--- src/rtl/pipeline_hazard_controller.sv ---
// Hazard and flow control for a 5-stage ARM-style pipeline: load-use stalls, operand forwarding,
// condition-code evaluation against registered NZCV, branch flush and saturating debug counters.
module pipeline_hazard_controller #(
  parameter int unsigned RA_W  = 4,
  parameter int unsigned CNT_W = 16
) (
  input  logic             CLK,
  input  logic             CLR,
  input  logic [RA_W-1:0]  ID_Rn,
  input  logic [RA_W-1:0]  ID_Rm,
  input  logic [RA_W-1:0]  ID_Rd,
  input  logic             ID_use_Rn,
  input  logic             ID_use_Rm,
  input  logic             ID_use_Rd,
  input  logic             ID_B_instr,
  input  logic [3:0]       ID_cond,
  input  logic [RA_W-1:0]  EX_Rd,
  input  logic [RA_W-1:0]  MEM_Rd,
  input  logic [RA_W-1:0]  WB_Rd,
  input  logic             EX_RF_enable,
  input  logic             MEM_RF_enable,
  input  logic             WB_RF_enable,
  input  logic             EX_Load_Inst,
  input  logic             EX_S,
  input  logic [3:0]       EX_flags,
  output logic             PC_Ld,
  output logic             IFID_Ld,
  output logic             IFID_flush,
  output logic             nop_sel,
  output logic             PC_src,
  output logic [1:0]       fwd_A,
  output logic [1:0]       fwd_B,
  output logic [1:0]       fwd_C,
  output logic [3:0]       flags,
  output logic             cond_true,
  output logic [CNT_W-1:0] stall_cnt,
  output logic [CNT_W-1:0] flush_cnt
);

  localparam logic [RA_W-1:0]  PcReg  = RA_W'(15);
  localparam logic [CNT_W-1:0] CntMax = '1;

  logic [3:0]       flags_q, flags_d;
  logic [CNT_W-1:0] stall_cnt_q, stall_cnt_d;
  logic [CNT_W-1:0] flush_cnt_q, flush_cnt_d;

  logic       hz;
  logic       bt;
  logic       ex_fwd_ok;
  logic [3:0] eff_flags;
  logic       flag_n, flag_z, flag_c, flag_v;

  // Priority EX > MEM > WB; the PC (R15) is never forwarded.
  function automatic logic [1:0] fwd_sel(
    input logic [RA_W-1:0] src,
    input logic            used,
    input logic            ex_ok,
    input logic [RA_W-1:0] ex_rd,
    input logic            mem_en,
    input logic [RA_W-1:0] mem_rd,
    input logic            wb_en,
    input logic [RA_W-1:0] wb_rd
  );
    logic [1:0] sel;
    sel = 2'b00;
    if (used && (src != PcReg)) begin
      if (ex_ok && (ex_rd == src)) begin
        sel = 2'b01;
      end else if (mem_en && (mem_rd == src)) begin
        sel = 2'b10;
      end else if (wb_en && (wb_rd == src)) begin
        sel = 2'b11;
      end
    end
    return sel;
  endfunction

  // A load still in EX has no data yet, so it can only be waited on, not forwarded.
  assign ex_fwd_ok = EX_RF_enable & ~EX_Load_Inst;

  assign hz = EX_Load_Inst & EX_RF_enable &
              ((ID_use_Rn & (ID_Rn == EX_Rd)) |
               (ID_use_Rm & (ID_Rm == EX_Rd)) |
               (ID_use_Rd & (ID_Rd == EX_Rd)));

  // Flag-setting instruction in EX feeds the branch decision in the same cycle.
  assign eff_flags = EX_S ? EX_flags : flags_q;
  assign flag_n    = eff_flags[3];
  assign flag_z    = eff_flags[2];
  assign flag_c    = eff_flags[1];
  assign flag_v    = eff_flags[0];

  always_comb begin
    cond_true = 1'b0;
    unique case (ID_cond)
      4'b0000: cond_true = flag_z;
      4'b0001: cond_true = ~flag_z;
      4'b0010: cond_true = flag_c;
      4'b0011: cond_true = ~flag_c;
      4'b0100: cond_true = flag_n;
      4'b0101: cond_true = ~flag_n;
      4'b0110: cond_true = flag_v;
      4'b0111: cond_true = ~flag_v;
      4'b1000: cond_true = flag_c & ~flag_z;
      4'b1001: cond_true = ~flag_c | flag_z;
      4'b1010: cond_true = (flag_n == flag_v);
      4'b1011: cond_true = (flag_n != flag_v);
      4'b1100: cond_true = ~flag_z & (flag_n == flag_v);
      4'b1101: cond_true = flag_z | (flag_n != flag_v);
      4'b1110: cond_true = 1'b1;
      4'b1111: cond_true = 1'b0;
    endcase
  end

  // A stall suppresses the branch; it re-evaluates once the load has moved on.
  assign bt = ID_B_instr & cond_true & ~hz;

  always_comb begin
    flags_d     = flags_q;
    stall_cnt_d = stall_cnt_q;
    flush_cnt_d = flush_cnt_q;
    if (EX_S) begin
      flags_d = EX_flags;
    end
    if (hz && (stall_cnt_q != CntMax)) begin
      stall_cnt_d = stall_cnt_q + 1'b1;
    end
    if (bt && (flush_cnt_q != CntMax)) begin
      flush_cnt_d = flush_cnt_q + 1'b1;
    end
  end

  always_ff @(posedge CLK) begin
    if (CLR) begin
      flags_q     <= 4'b0000;
      stall_cnt_q <= '0;
      flush_cnt_q <= '0;
    end else begin
      flags_q     <= flags_d;
      stall_cnt_q <= stall_cnt_d;
      flush_cnt_q <= flush_cnt_d;
    end
  end

  always_comb begin
    PC_Ld      = ~hz;
    IFID_Ld    = ~hz;
    nop_sel    = hz;
    IFID_flush = bt;
    PC_src     = bt;
    fwd_A = fwd_sel(ID_Rn, ID_use_Rn, ex_fwd_ok, EX_Rd, MEM_RF_enable, MEM_Rd,
                    WB_RF_enable, WB_Rd);
    fwd_B = fwd_sel(ID_Rm, ID_use_Rm, ex_fwd_ok, EX_Rd, MEM_RF_enable, MEM_Rd,
                    WB_RF_enable, WB_Rd);
    fwd_C = fwd_sel(ID_Rd, ID_use_Rd, ex_fwd_ok, EX_Rd, MEM_RF_enable, MEM_Rd,
                    WB_RF_enable, WB_Rd);
  end

  assign flags     = flags_q;
  assign stall_cnt = stall_cnt_q;
  assign flush_cnt = flush_cnt_q;

  // A bubble and a squash never coincide; the stall always wins.
  a_stall_excludes_flush: assert property (@(posedge CLK) disable iff (CLR)
    !(nop_sel && IFID_flush));
  a_stall_freezes_pc: assert property (@(posedge CLK) disable iff (CLR)
    nop_sel |-> (!PC_Ld && !IFID_Ld && !PC_src));

endmodule

--- config.mk ---
export PLATFORM = sky130hd
export DESIGN_NAME = pipeline_hazard_controller
export DESIGN_NICKNAME = d
export VERILOG_FILES = /design/src/rtl/pipeline_hazard_controller.sv
export SDC_FILE = /design/constraint.sdc
export NUM_CORES = 1
export LEC_CHECK = 0
export ABC_CLOCK_PERIOD_IN_PS = 4700
export CAP_MARGIN = 5
export CORE_ASPECT_RATIO = 1.2
export CORE_MARGIN = 2
export CORE_UTILIZATION = 48
export CTS_CLUSTER_DIAMETER = 120
export DETAILED_ROUTE_END_ITERATION = 8
export HOLD_SLACK_MARGIN = 0.15
export PLACE_DENSITY = 0.83
export REMOVE_ABC_BUFFERS = 1
export SETUP_SLACK_MARGIN = 0.3
export SLEW_MARGIN = 20
export SYNTH_ARGS = -nofsm -noshare
export SYNTH_HDL_FRONTEND = slang
export SYNTH_SLANG_ARGS = --single-unit
--- constraint.sdc ---
create_clock -name CLK -period 4.7 [get_ports CLK]
set_input_delay 0.94 -clock CLK [delete_from_list [all_inputs] [get_ports CLK]]
set_output_delay 0.94 -clock CLK [all_outputs]
set_load 0.05 [all_outputs]
=== After elaboration in Yosys (flattened, before gate mapping) ===
Index checks and enable logic that the tools add are counted.

* Input port bits: 43
* Output and inout port bits: 48
* Flip-flop bits (word level): 36

* Reductions and logical operators: 15
* Add/subtract/negate cells: 2
* Equal/unequal tests: 34
* Bitwise operators: 20
* Muxes and demuxes: 14

{| class="wikitable"
|+ Operator list
! operator !! count
|-
| equality test 4 bit || 12
|-
| adder 16 x 1 -> 16 bit, second input constant || 2
|-
| equality test 4 bit, second input constant || 8
|-
| != test 16 bit, second input constant || 2
|-
| two-way mux 2 bit || 12
|-
| equality test 4 x 3 -> 1 bit, second input constant || 4
|-
| one-hot mux 1 bit (16 select lines) || 1
|-
| logical AND 1 bit || 14
|-
| != test 4 bit, second input constant || 3
|-
| AND 1 bit || 10
|-
| equality test 4 x 2 -> 1 bit, second input constant || 2
|-
| NOT 1 bit || 6
|-
| equality test 4 x 1 -> 1 bit, second input constant || 1
|-
| zero test 4 bit || 1
|-
| two-way mux 4 bit || 1
|-
| bitwise OR 1 bit || 4
|-
| equality test 1 bit || 1
|-
| != test 1 bit || 1
|}

=== Logic depth before layout (Yosys ltp) ===
* Word-level depth: 8
* Gate-level depth with buffers: 9

=== Worst setup path after synthesis ===
OpenSTA, ideal clock, no wires.

* Kind: in2out
* Start point: input EX_S
* End point: output PC_src
* Stages: 9
* Arrival time: 3.717 ns
* Path slack: 0.043 ns
* Path buffers: 2
* Required time: 3.760 ns
* Cell sequence: clkbuf_1 mux4_2 nor2_1 a21oi_1 nor2_1 a311oi_2 nor2_1 and3_1 buf_4

* Word-level cells in the longest chain between the ends: 6

{| class="wikitable"
|+ RTL lines
! what !! line !! RTL
|-
| start: declaration || 24 || <nowiki>input logic EX_S,</nowiki>
|-
| two-way mux 4 bit (*) || - ||
|-
| != test 1 bit (tied with other cells) || 107, 109 ||
|-
| bitwise OR 1 bit (tied with other cells) || 109 || <nowiki>4'b1101: cond_true = flag_z | (flag_n != flag_v);</nowiki>
|-
| one-hot mux 1 bit (16 select lines) (*) || 95 || <nowiki>unique case (ID_cond)</nowiki>
|-
| named net cond_true || 35 || <nowiki>output logic cond_true,</nowiki>
|-
| AND 1 bit (*) (2 in a row) || 116 || <nowiki>assign bt = ID_B_instr & cond_true & ~hz;</nowiki>
|-
| end: declaration || 30 || <nowiki>output logic PC_src,</nowiki>
|}

The timed path passes the listed nets; every way through them passes the cells marked *.

=== Final worst setup path ===
* Start point: input ID_Rn[1]
* End point: output fwd_A[0]

* Word-level cells in the longest chain between the ends: 6

{| class="wikitable"
|+ RTL lines
! what !! line !! RTL
|-
| start: declaration || 9 || <nowiki>input logic [RA_W-1:0] ID_Rn,</nowiki>
|-
| equality test 4 bit || 71 || <nowiki>end else if (wb_en && (wb_rd == src)) begin</nowiki>
|-
| logical AND 1 bit || 71 ||
|-
| two-way mux 2 bit || 71 ||
|-
| two-way mux 2 bit || 69 || <nowiki>end else if (mem_en && (mem_rd == src)) begin</nowiki>
|-
| two-way mux 2 bit || 67 || <nowiki>if (ex_ok && (ex_rd == src)) begin</nowiki>
|-
| two-way mux 2 bit (*) || 66 || <nowiki>if (used && (src != PcReg)) begin</nowiki>
|-
| end: declaration || 31 || <nowiki>output logic [1:0] fwd_A,</nowiki>
|}

Mark *: on every way between the ends. The rest lies on a longest branch, timed or not.

==> run metrics <==
Final Max Tran Viols 0; Final Setup Violations 0; CP most frequent cell clkdlybuf4s50_1; Clock power frac 31.3%; top_reg_cell synth dfxtp_1; Switching Share 29.49%; P per Cell Area 211.7 nW/um^2; Req. time, crit path 3.76 ns; slack of the critical path 0.4945 ns; TritonCTS buffer count 5; P_int 511.4 uW; sequential fraction of the synthesis area 30.19%; Post-Place Setup Slack 0.4021 ns; Hold WC Path Type reg2reg; crit path launch type primary input; unrepaired setup endpoints after global routing no; die area 5556 sq um; Worst Tran Pin Value 0.7439 ns; gr usage total 22.40%; Async SR Flop Fraction 0%; Die X-Extent 68.38 microns; Synth top area share 30.19%; Comb pwr share 25.5%; slowest CP cell clkdlybuf4s50_1; reg2reg start flush_cnt[6]; Tmin final 4.206 ns; hold path endpoint stall_cnt[12]; layout cells sized above 1 6.460%; Mapped Area 2387 sq um; vias post-DR 2398; Leakage Power 1.291 nW; maximum clock path buffer count 2; critical path type in2out; cell count after synthesis 296; post-detail-place hpwl 4.738 mm; H-Tree Depth 2; Std-Cell Rows 28; r2r setup slk 2.06 ns; Fin. Hold Viols 0; setup TNS 0 ns; Relative slew margins 50.25%; TritonRoute pass-1 iters 4; arrival time at the worst endpoint 3.27 ns; vias in the first global route 2260; worst-path cell chain clkdlybuf4s50_1 > xor2_1 > nor4_1 > nor2b_1 > a21oi_1 > nor2_1 > clkdlybuf4s50_1; synthesis-stage register bit count 36; top cell type by total area after synthesis dfxtp_1; Avg Cell Area, Syn 8.065 sq um; setup repair bufs after CTS 0; Avg WL per Cell 13.75 microns; status finished clean; Final period util 89.48%; I/O pin count 91; ranking of synthesized cells by area dfxtp_1 (30%), xor2_1 (15%), xnor2_1 (7.0%); fin nets 431; Avg Vias per Cell 5.365; CP max stage delay 0.81 ns; Die H 81.26 microns; initial antenna violation count 0; hold path start stall_cnt[12]; Area Growth Syn to Fin 43.50%; Max Cap Violations 0; critical-path maximum fanout 4; switching power 213.9 uW; first-pass GRT wire length 9.597 mm; Initial Util 49.02%; VDD IR max 0.1414 mV; Yosys cell types 37; CTS tree built; Clk Latency, worst-skew pair 0.28 ns; synth cell count leaders nor2_1 (44), xor2_1 (40), dfxtp_1 (36); GR Overflow Total 0; GP Congestion 0.7893; CP Capture Type output port; Top delay family on crit path buffers and inverters; DRT antenna net count 0; # diodes 0; Yosys warning count 0; DR iter-0 viols 96; number of cells on the worst hold path 2; DRC violations left 0; CTS clk-pin slew, worst paths 0.07 ns; floorplan core area 4870 sq um; Clock Skew 0.009358 ns; Final Hold Slack 0.5237 ns; largest net degree at the start of global routing 25; number of flops mapped to enable cells by yosys 0; Clock Root Buffer clkbuf_8; Sequential Power Share 43.2%; drt total wl 6.147 mm; endpoint of the worst register-to-register path flush_cnt[14]; most numerous cell in the Yosys netlist nor2_1; Peak Freq 237.8 MHz; Reg2Reg Depth 8; Buf/Inv on CP 2; Port Buffers 90; clock sinks 36
==> metal layers <==
| metal | vias to the layer above | global-route usage [%] | share of wire, % |
|---|---|---|---|
| met2 | 68 | 37.69 | 50 |
| li1 | 1206 | - | - |
| met3 | 12 | 5.263 | 6.4 |
| met1 | 1112 | 26.54 | 42 |
| met5 | - | 0 | 0 |
| met4 | 0 | 10.00 | 2.2 |
==> worst max-delay path by stage <==
stage,startpoint,to,slack (ns),cells past startpoint
2_1_floorplan,ID_Rn[1],IFID_flush,0.04,6
3_3_place_gp,ID_Rn[1],PC_Ld,0.45,7
3_5_place_dp,ID_Rn[1],PC_Ld,0.40,7
4_1_cts,ID_Rn[1],PC_Ld,0.40,7
5_1_grt,ID_Rd[2],fwd_C[1],0.32,7
6_report,ID_Rn[1],fwd_A[0],0.49,7
==> state kept, by name, summed over array words and instances, names as in the netlist <==
register	cells
flush_cnt	16
stall_cnt	16
flags	4
==> kinds of logic after synthesis <==
group,count (synthesis),synth area share [%]
AOI/OAI and AO/OA,25,7.128
xor gates and xnor gates,59,21.65
adders and majority gates,2,1.048
buffers and inverters,14,2.515
DFF,36,30.19
muxes,13,6.289
and+or+nand+nor,147,31.18
==> through the flow <==
| step | util (%) | total power [mW] | area [sq um] | instances |
|---|---|---|---|---|
| final | 70.35 | 0.7253 | 3426 | 447 |
| after detailed placement | 68.40 | 0.5046 | 3331 | 439 |
| after global routing | 70.35 | 0.7579 | 3426 | 447 |
| after CTS | 70.25 | 0.7321 | 3421 | 447 |
| after floorplan | - | 0.4149 | 2342 | 286 |
| after global placement | 68.40 | 0.5008 | 3331 | 439 |
==> power groups by stage <==
stage                     Combinational, mW  Sequential, mW  Clock (mW)
after floorplan                      0.0818           0.333           0
after global placement                0.181           0.320           0
after detailed placement              0.184           0.320           0
after CTS                             0.185           0.313       0.234
after global routing                  0.200           0.314       0.244
final                                 0.185           0.314       0.227
==> cells in the final DEF, fill, tap and decap left out, types with 4 or more instances in the layout <==
| cell type | synthesis | routed |
|---|---|---|
| clkdlybuf4s50_1 | 0 | 84 |
| mux2_2 | 6 | 6 |
| nor3_1 | 9 | 9 |
| nor2b_1 | 12 | 12 |
| nand3_1 | 16 | 16 |
| nand4_1 | 7 | 7 |
| and3_1 | 12 | 12 |
| nor2_1 | 44 | 44 |
| mux2i_1 | 6 | 6 |
| nor4_1 | 7 | 7 |
| clkbuf_8 | 0 | 6 |
| buf_4 | 2 | 7 |
| xor2_1 | 40 | 40 |
| xnor2_1 | 19 | 19 |
| a21oi_1 | 11 | 11 |
| nand2b_1 | 6 | 6 |
| inv_1 | 4 | 4 |
| nand2_1 | 20 | 20 |
| dfxtp_1 | 36 | 36 |
==> worst min-delay path, delay by kind of cell, from the launching register on <==
family	cells	cell delay (ns)
DFF	1	0.34
AOI/OAI and AO/OA	2	0.14
==> what timing repair did <==
item	CTS	global route
hold buffers	0	0
gates resized for setup	0	2
setup endpoints to repair	0	2
==> cell type report <==
type	count	area [sq um]
multi-input cells	246	1607
fillers	423	1444
repair buffers	93	918.4
flip-flops and latches	36	720.7
clock buffers	8	90.09
well taps	60	75.07
inverters	4	15.01
Power figures use the tool's default switching activity.
